## config.mk

```make
export PLATFORM = sky130hd
export DESIGN_NAME = debounce_pulse
export DESIGN_NICKNAME = d
export VERILOG_FILES = /design/src/rtl/debounce_pulse.sv
export SDC_FILE = /design/constraint.sdc
export NUM_CORES = 1
export LEC_CHECK = 0
export ABC_AREA = 0
export BUFFER_PORTS_ARGS = -buffer_cell sky130_fd_sc_hd__buf_2
export CAP_MARGIN = 25
export CORE_UTILIZATION = 60
export CTS_CLUSTER_DIAMETER = 150
export DETAILED_ROUTE_END_ITERATION = 8
export PLACE_DENSITY = 0.88
export SYNTH_ARGS = -nofsm -noshare
export SYNTH_HDL_FRONTEND = slang
export SYNTH_SLANG_ARGS = --single-unit
```

## constraint.sdc

```tcl
create_clock -name clk -period 3.9 [get_ports clk]
set_clock_uncertainty 0.1 [all_clocks]
set_input_delay 0.39 -clock clk [delete_from_list [all_inputs] [get_ports clk]]
set_output_delay 0.39 -clock clk [all_outputs]
set_load 0.01 [all_outputs]
```

## src/rtl/debounce_pulse.sv

```systemverilog
// debounce_pulse: turns a raw, bouncing push-button/switch input into a clean
// clock-synchronous level (btn_db) plus single-cycle rise/fall strobes.
// The input is synchronised with two flops, then a four-state FSM requires the
// synchronised value to hold for STABLE_CNT consecutive cycles before it is
// accepted. Any return to the current stable value restarts qualification.
module debounce_pulse #(
    parameter int STABLE_CNT = 50000
) (
    input  logic clk,
    input  logic rst_n,
    input  logic btn_in,
    output logic btn_db,
    output logic rise_pulse,
    output logic fall_pulse,
    output logic busy
);

    // Counter only has to reach STABLE_CNT-1, so $clog2 bits are enough.
    localparam int               CNT_W    = (STABLE_CNT > 1) ? $clog2(STABLE_CNT) : 1;
    localparam logic [CNT_W-1:0] CNT_LAST = CNT_W'(STABLE_CNT - 1);

    typedef enum logic [1:0] {
        IDLE_LO = 2'd0,
        WAIT_HI = 2'd1,
        IDLE_HI = 2'd2,
        WAIT_LO = 2'd3
    } state_t;

    logic             sync_p0_q;
    logic             sync_p1_q;
    logic             s;
    state_t           state_q;
    logic [CNT_W-1:0] cnt_q;
    logic [CNT_W-1:0] cnt_d;
    logic             btn_db_q;
    logic             rise_q;
    logic             fall_q;

    // Two-flop synchroniser: the only logic that ever looks at btn_in.
    always_ff @(posedge clk or negedge rst_n) begin
        if (!rst_n) begin
            sync_p0_q <= 1'b0;
            sync_p1_q <= 1'b0;
        end else begin
            sync_p0_q <= btn_in;
            sync_p1_q <= sync_p0_q;
        end
    end

    assign s     = sync_p1_q;
    assign cnt_d = cnt_q + CNT_W'(1);

    // Qualification FSM with registered level and strobe outputs; strobes
    // default low every cycle so they can only last a single clock.
    always_ff @(posedge clk or negedge rst_n) begin
        if (!rst_n) begin
            state_q  <= IDLE_LO;
            cnt_q    <= '0;
            btn_db_q <= 1'b0;
            rise_q   <= 1'b0;
            fall_q   <= 1'b0;
        end else begin
            rise_q <= 1'b0;
            fall_q <= 1'b0;
            case (state_q)
                IDLE_LO: begin
                    if (s) begin
                        state_q <= WAIT_HI;
                        cnt_q   <= '0;
                    end
                end
                WAIT_HI: begin
                    if (!s) begin
                        // Bounced back low: drop the candidate, no partial credit.
                        state_q <= IDLE_LO;
                    end else if (cnt_q == CNT_LAST) begin
                        state_q  <= IDLE_HI;
                        btn_db_q <= 1'b1;
                        rise_q   <= 1'b1;
                    end else begin
                        cnt_q <= cnt_d;
                    end
                end
                IDLE_HI: begin
                    if (!s) begin
                        state_q <= WAIT_LO;
                        cnt_q   <= '0;
                    end
                end
                WAIT_LO: begin
                    if (s) begin
                        // Bounced back high: drop the candidate.
                        state_q <= IDLE_HI;
                    end else if (cnt_q == CNT_LAST) begin
                        state_q  <= IDLE_LO;
                        btn_db_q <= 1'b0;
                        fall_q   <= 1'b1;
                    end else begin
                        cnt_q <= cnt_d;
                    end
                end
                default: begin
                    state_q <= IDLE_LO;
                end
            endcase
        end
    end

    // busy is a pure decode of the state register.
    assign busy       = (state_q == WAIT_HI) || (state_q == WAIT_LO);
    assign btn_db     = btn_db_q;
    assign rise_pulse = rise_q;
    assign fall_pulse = fall_q;

endmodule

```

# Word level (Yosys, flattened, before mapping)
# Cells that the tools add are included.
# W data, S select, Z words.
# totals
reg_bits	23
latch_bits	0
mem_bits_rw	0
rom_bits	0
input_bits	3
output_inout_bits	4
wordCells	49
mem_count	0
# classes
add_sub_neg	1
multipliers	0
div_mod_pow	0
magnitude_cmp	0
eq_ne	12
n_shift	0
n_mux	23
bitwise_logic	0
n_reduce_logical	6
# ops
cell	n
$mux W16	5
$pmux W16 S4	1
$add A16 B1 Y16 const B	1
$eq A16 B16 Y1 const B	1
$mux W2	6
$ne A2 B2 Y1 const B	6
$mux W1	9
$pmux W2 S4	1
$reduce_and A4 Y1	2
$ne A3 B3 Y1 const B	2
$reduce_and A5 Y1	1
$eq A2 B2 Y1 const B	2
$eq A2 B1 Y1 const B	1
$logic_not A2 Y1	1
$pmux W1 S2	1
$reduce_bool A2 Y1	1
$logic_or A1 B1 Y1	1

# Longest topological paths before layout
# logic_depth
ltp_word	4
depth_mapped	6
depth_no_buf	6

# Worst setup path before layout
# OpenSTA, ideal clock, no wires.
# synth_path
kind	register to register
from	register cnt_q[0]
to	register cnt_q[0]
setup_ns	0.125
t_arrival_ns	1.783
required_time_ns	3.675
slack_ns	1.892
stages_incl_launch_ff	7
path_buffers	0
synth_period_minus_slack_ns	2.008
cell_sequence	dfrtp_1 -> ha_1 -> nand3_2 -> or4_4 -> o21ai_2 -> inv_2 -> mux2_4
# synth_between
elab_chain_len	4
elab_cells_between_ends	6
classes_between	add/sub: 1; eq/ne: 1; mux: 4
# synth_lines
element	line_no	rtl
start, declared	33	logic [CNT_W-1:0] cnt_q;
start signal, assigned	81	cnt_q <= cnt_d;
start signal, assigned	99	cnt_q <= cnt_d;
$add A16 B1 Y16 or $eq A16 B16 Y1 (tied branches)	51, 76, 94	
$mux W16 *	76, 94	
$mux W16 (on tied branches)	91, 73	
$pmux W16 S4 *	65	case (state_q)
# Every way passes the cells marked *; elsewhere a longest branch is shown, timed or not. The select of a mux whose other input is x is not followed.
# A chain may end at the register's enable or synchronous reset.

# Worst setup path in the final report
# Ends and elaborated chain as after synthesis.

==> impl_metrics.yaml <==
power:
  seq_power_share: 0.634
  netSwitchingPower_mw: 0.1223
  p_leak_nw: 0.5871
  power_frac_clock: 0.265
  switching_share: 0.2826
  combPwrFrac: 0.101
  p_int_mw: 0.3104
  power_density_mw_per_mm2: 322.9
  ir_drop_mv: 0.2652
run_status:
  status: "complete, no violations"
logic_synthesis:
  synth_xor_area_frac: 0.01369
  ys_seq_area_frac: 0.4497
  yosysTopAreaCell: "dfrtp_1"
  synth.avg_cell_area_um2: 9.412
  syn_nets: 140
  synthMuxAreaShare: 0.05865
  yosys.area_share.simple: 0.2542
  netlist_area_mm2: 0.001280
  synthTopCellsByArea: "dfrtp_1, mux2i_1, nand4_1"
  yosys_warnings: 0
  synth_top_family_by_area: "simple AND/OR/NAND/NOR gates"
  synth_top_area_frac: 0.4497
  synth_cells: 136
  synth_compound_area_frac: 0.1593
  synth_seq_cells: 23
  synth_adder_area_share: 0.009775
  ys_types: 41
global_routing:
  grt_util_all_layers: 0.2765
  grt_max_degree: 24
  grt_pass1_wl_mm: 4.478
  grt_overflow: 0
  antenna_found_initial: 0
  grt_pass1_vias: 1011
critical_path:
  end_kind: "flop"
  path_class: "flop to flop"
  start_kind: "flop"
  cp_max_fo: 12
  cp_data_required_time_ps: 4020
  arrival_ps: 2650
timing:
  fin_tns_setup_ps: 0
  setup_viol: 0
  drv_slew: 0
  worst_slew_pin_slew_ps: 909.3
  period_share: 0.6490
  max_freq_mhz: 395.1
  slew_headroom: 0.3894
  hold_violations: 0
  rsz0062_at_grt: "no"
  final.min_clock_period_ps: 2531
die:
  io_pins: 7
  core-area_mm2: 0.001982
  die_x_um: 48.19
  die_h_um: 48.19
  die_area_mm2: 0.002322
  initial_core_util: 0.6458
  row_count: 16
final_layout:
  layout-area-overhead-vs-synth_pct: 4.692
  nNetsFinal: 142
  stdcell_area_mm2: 0.001340
  drive_gt1_frac: 0.1095
  diodes: 0
route:
  vias_per_cell: 6.585
  drt-total-wl_mm: 2.619
  routed-wl-met3_um: 131
  wl_met1_mm: 1.160
  drcViolationCount: 0
  wl_per_cell_um: 15.97
  drt_iter0_markers: 46
  dr.max_layer_used: "met4"
  ant_nets: 0
  wl_met2_mm: 1.305
  dr_total_vias: 1080
  detail_route.first_pass.iterations: 4
cts:
  cts_root_buf: "clkbuf_4"
  cts_tree: "built"
  clock_sinks: 23
  cts.clk_slew.worst_paths_ps: 130
  postCtsResizedCells: 0
  clockBufferDepth: 2
  clk_latency_ps: 310
  numCtsBuffers: 3
  htree_levels: 1
placement:
  dpl.hpwl_mm: 1.869
  port_buffers: 6
  gp_congestion: 0.8759
  placedInstanceArea_mm2: 0.001300
min_path:
  min_path_type: "input pin to flop"
job:
  cap_viol_max_count: 0
-- cell usage in the layout (no fill, tap or decap), types with 2 or more instances in the layout --
cell,n
a211o_1,2
a21oi_1,3
a31oi_1,5
and2_1,4
and3_1,4
buf_2,6
clkbuf_4,3
dfrtp_1,23
inv_1,6
mux2i_1,6
nand2_1,10
nand3_1,5
nand4_1,7
nor2_1,10
nor3_1,2
nor4_1,4
nor4b_1,2
o21ai_0,3
o22ai_1,2
o2bb2ai_1,2
o41ai_1,4
or3_1,5
-- cell type report --
type | instances | area [um^2]
flip-flops and latches | 23 | 575.6
inverters | 7 | 26.28
multi-input cells | 96 | 634.4
fillers | 156 | 641.9
clock inverters | 1 | 7.507
well taps | 27 | 33.78
clock buffers | 3 | 22.52
repair buffers | 7 | 40.04
-- metrics by stage --
stage	utilization	hold slack, ps	instances	setup slack, ps	power, mW
CTS	0.6761	66.33	164	1357	0.4337
floorplan	-	-5.591	136	1892	0.3083
detailed placement	0.6559	240.3	159	1386	0.3218
finish	0.6761	67.99	164	1369	0.4327
global placement	0.6559	236.5	159	1474	0.3180
global route	0.6761	46.92	164	1216	0.4513
-- path summary, 6_finish.rpt --
path / start / end / slack, ps / cells after the start
max in group asynchronous: rst_n / cnt_q[13] / 2890 / 2
min in group asynchronous: rst_n / cnt_q[8] / 460 / 2
setup / recovery: cnt_q[0] / cnt_q[0] / 1370 / 6
setup reg to reg: cnt_q[0] / cnt_q[0] / 1370 / 6
hold reg to reg: sync_p0_q / s / 280 / 0
hold / removal: btn_in / sync_p0_q / 70 / 1
-- critical path, stage by stage, from the launching register on --
cell	delay (ps)
dfrtp_1	450
ha_1	260
nand3_2	140
or4_4	540
o21ai_2	490
inv_2	130
mux2_4	330
-- registers in the layout, summed over array words and instances (netlist names), named ones only --
| register | count |
|---|---|
| s | 1 |
| rise_pulse | 1 |
| state_q | 1 |
| fall_pulse | 1 |
| btn_db | 1 |
| cnt_q | 16 |
| sync_p0_q | 1 |
-- metal layers --
metal,GRT usage,vias to the layer above
met5,0,-
met1,0.3723,532
met3,0.04444,5
met4,0.07778,0
met2,0.4613,31
li1,-,512
-- kinds of logic after synthesis --
group,Yosys count
multiplexers,7
buffers and inverters,17
adder cells (fa/ha/maj),1
AO/OA/AOI/OAI,28
AND/OR/NAND/NOR,58
flip-flops,23
XOR/XNOR,2
-- cell usage after synthesis, drive strengths merged --
cell type  count
a21oi          3
ha             1
nand4bb        1
a21o           1
and4           1
xnor2          1
or4            1
o22ai          2
a31oi          5
mux2           1
nor4           4
o2bb2ai        2
nand2         10
and3           4
o31ai          1
nor3           2
a41o           1
buf            2
o41ai          4
a211o          2
dfrtp         23
nor4b          2
and2           4
nand3          6
nor2          10
xor2           1
clkbuf         8
o21ai          4
a211oi         1
mux2i          6
a221o          1
nor2b          1
a22o           1
nand4          7
or3            5
inv            7
-- power by group through the flow --
stage | logic [mW] | registers [mW] | clock network [mW]
final | 0.0437 | 0.274 | 0.115
after global routing | 0.0486 | 0.277 | 0.126
after CTS | 0.0444 | 0.274 | 0.116
after detailed placement | 0.0431 | 0.279 | 0
after global placement | 0.0414 | 0.277 | 0
after floorplan | 0.0416 | 0.267 | 0
-- what timing repair did --
item	in CTS	in global routing
hold buffers	1	0
setup buffers	0	0
hold endpoints to repair	23	0
Note: power is estimated with default switching activity, not from simulation.
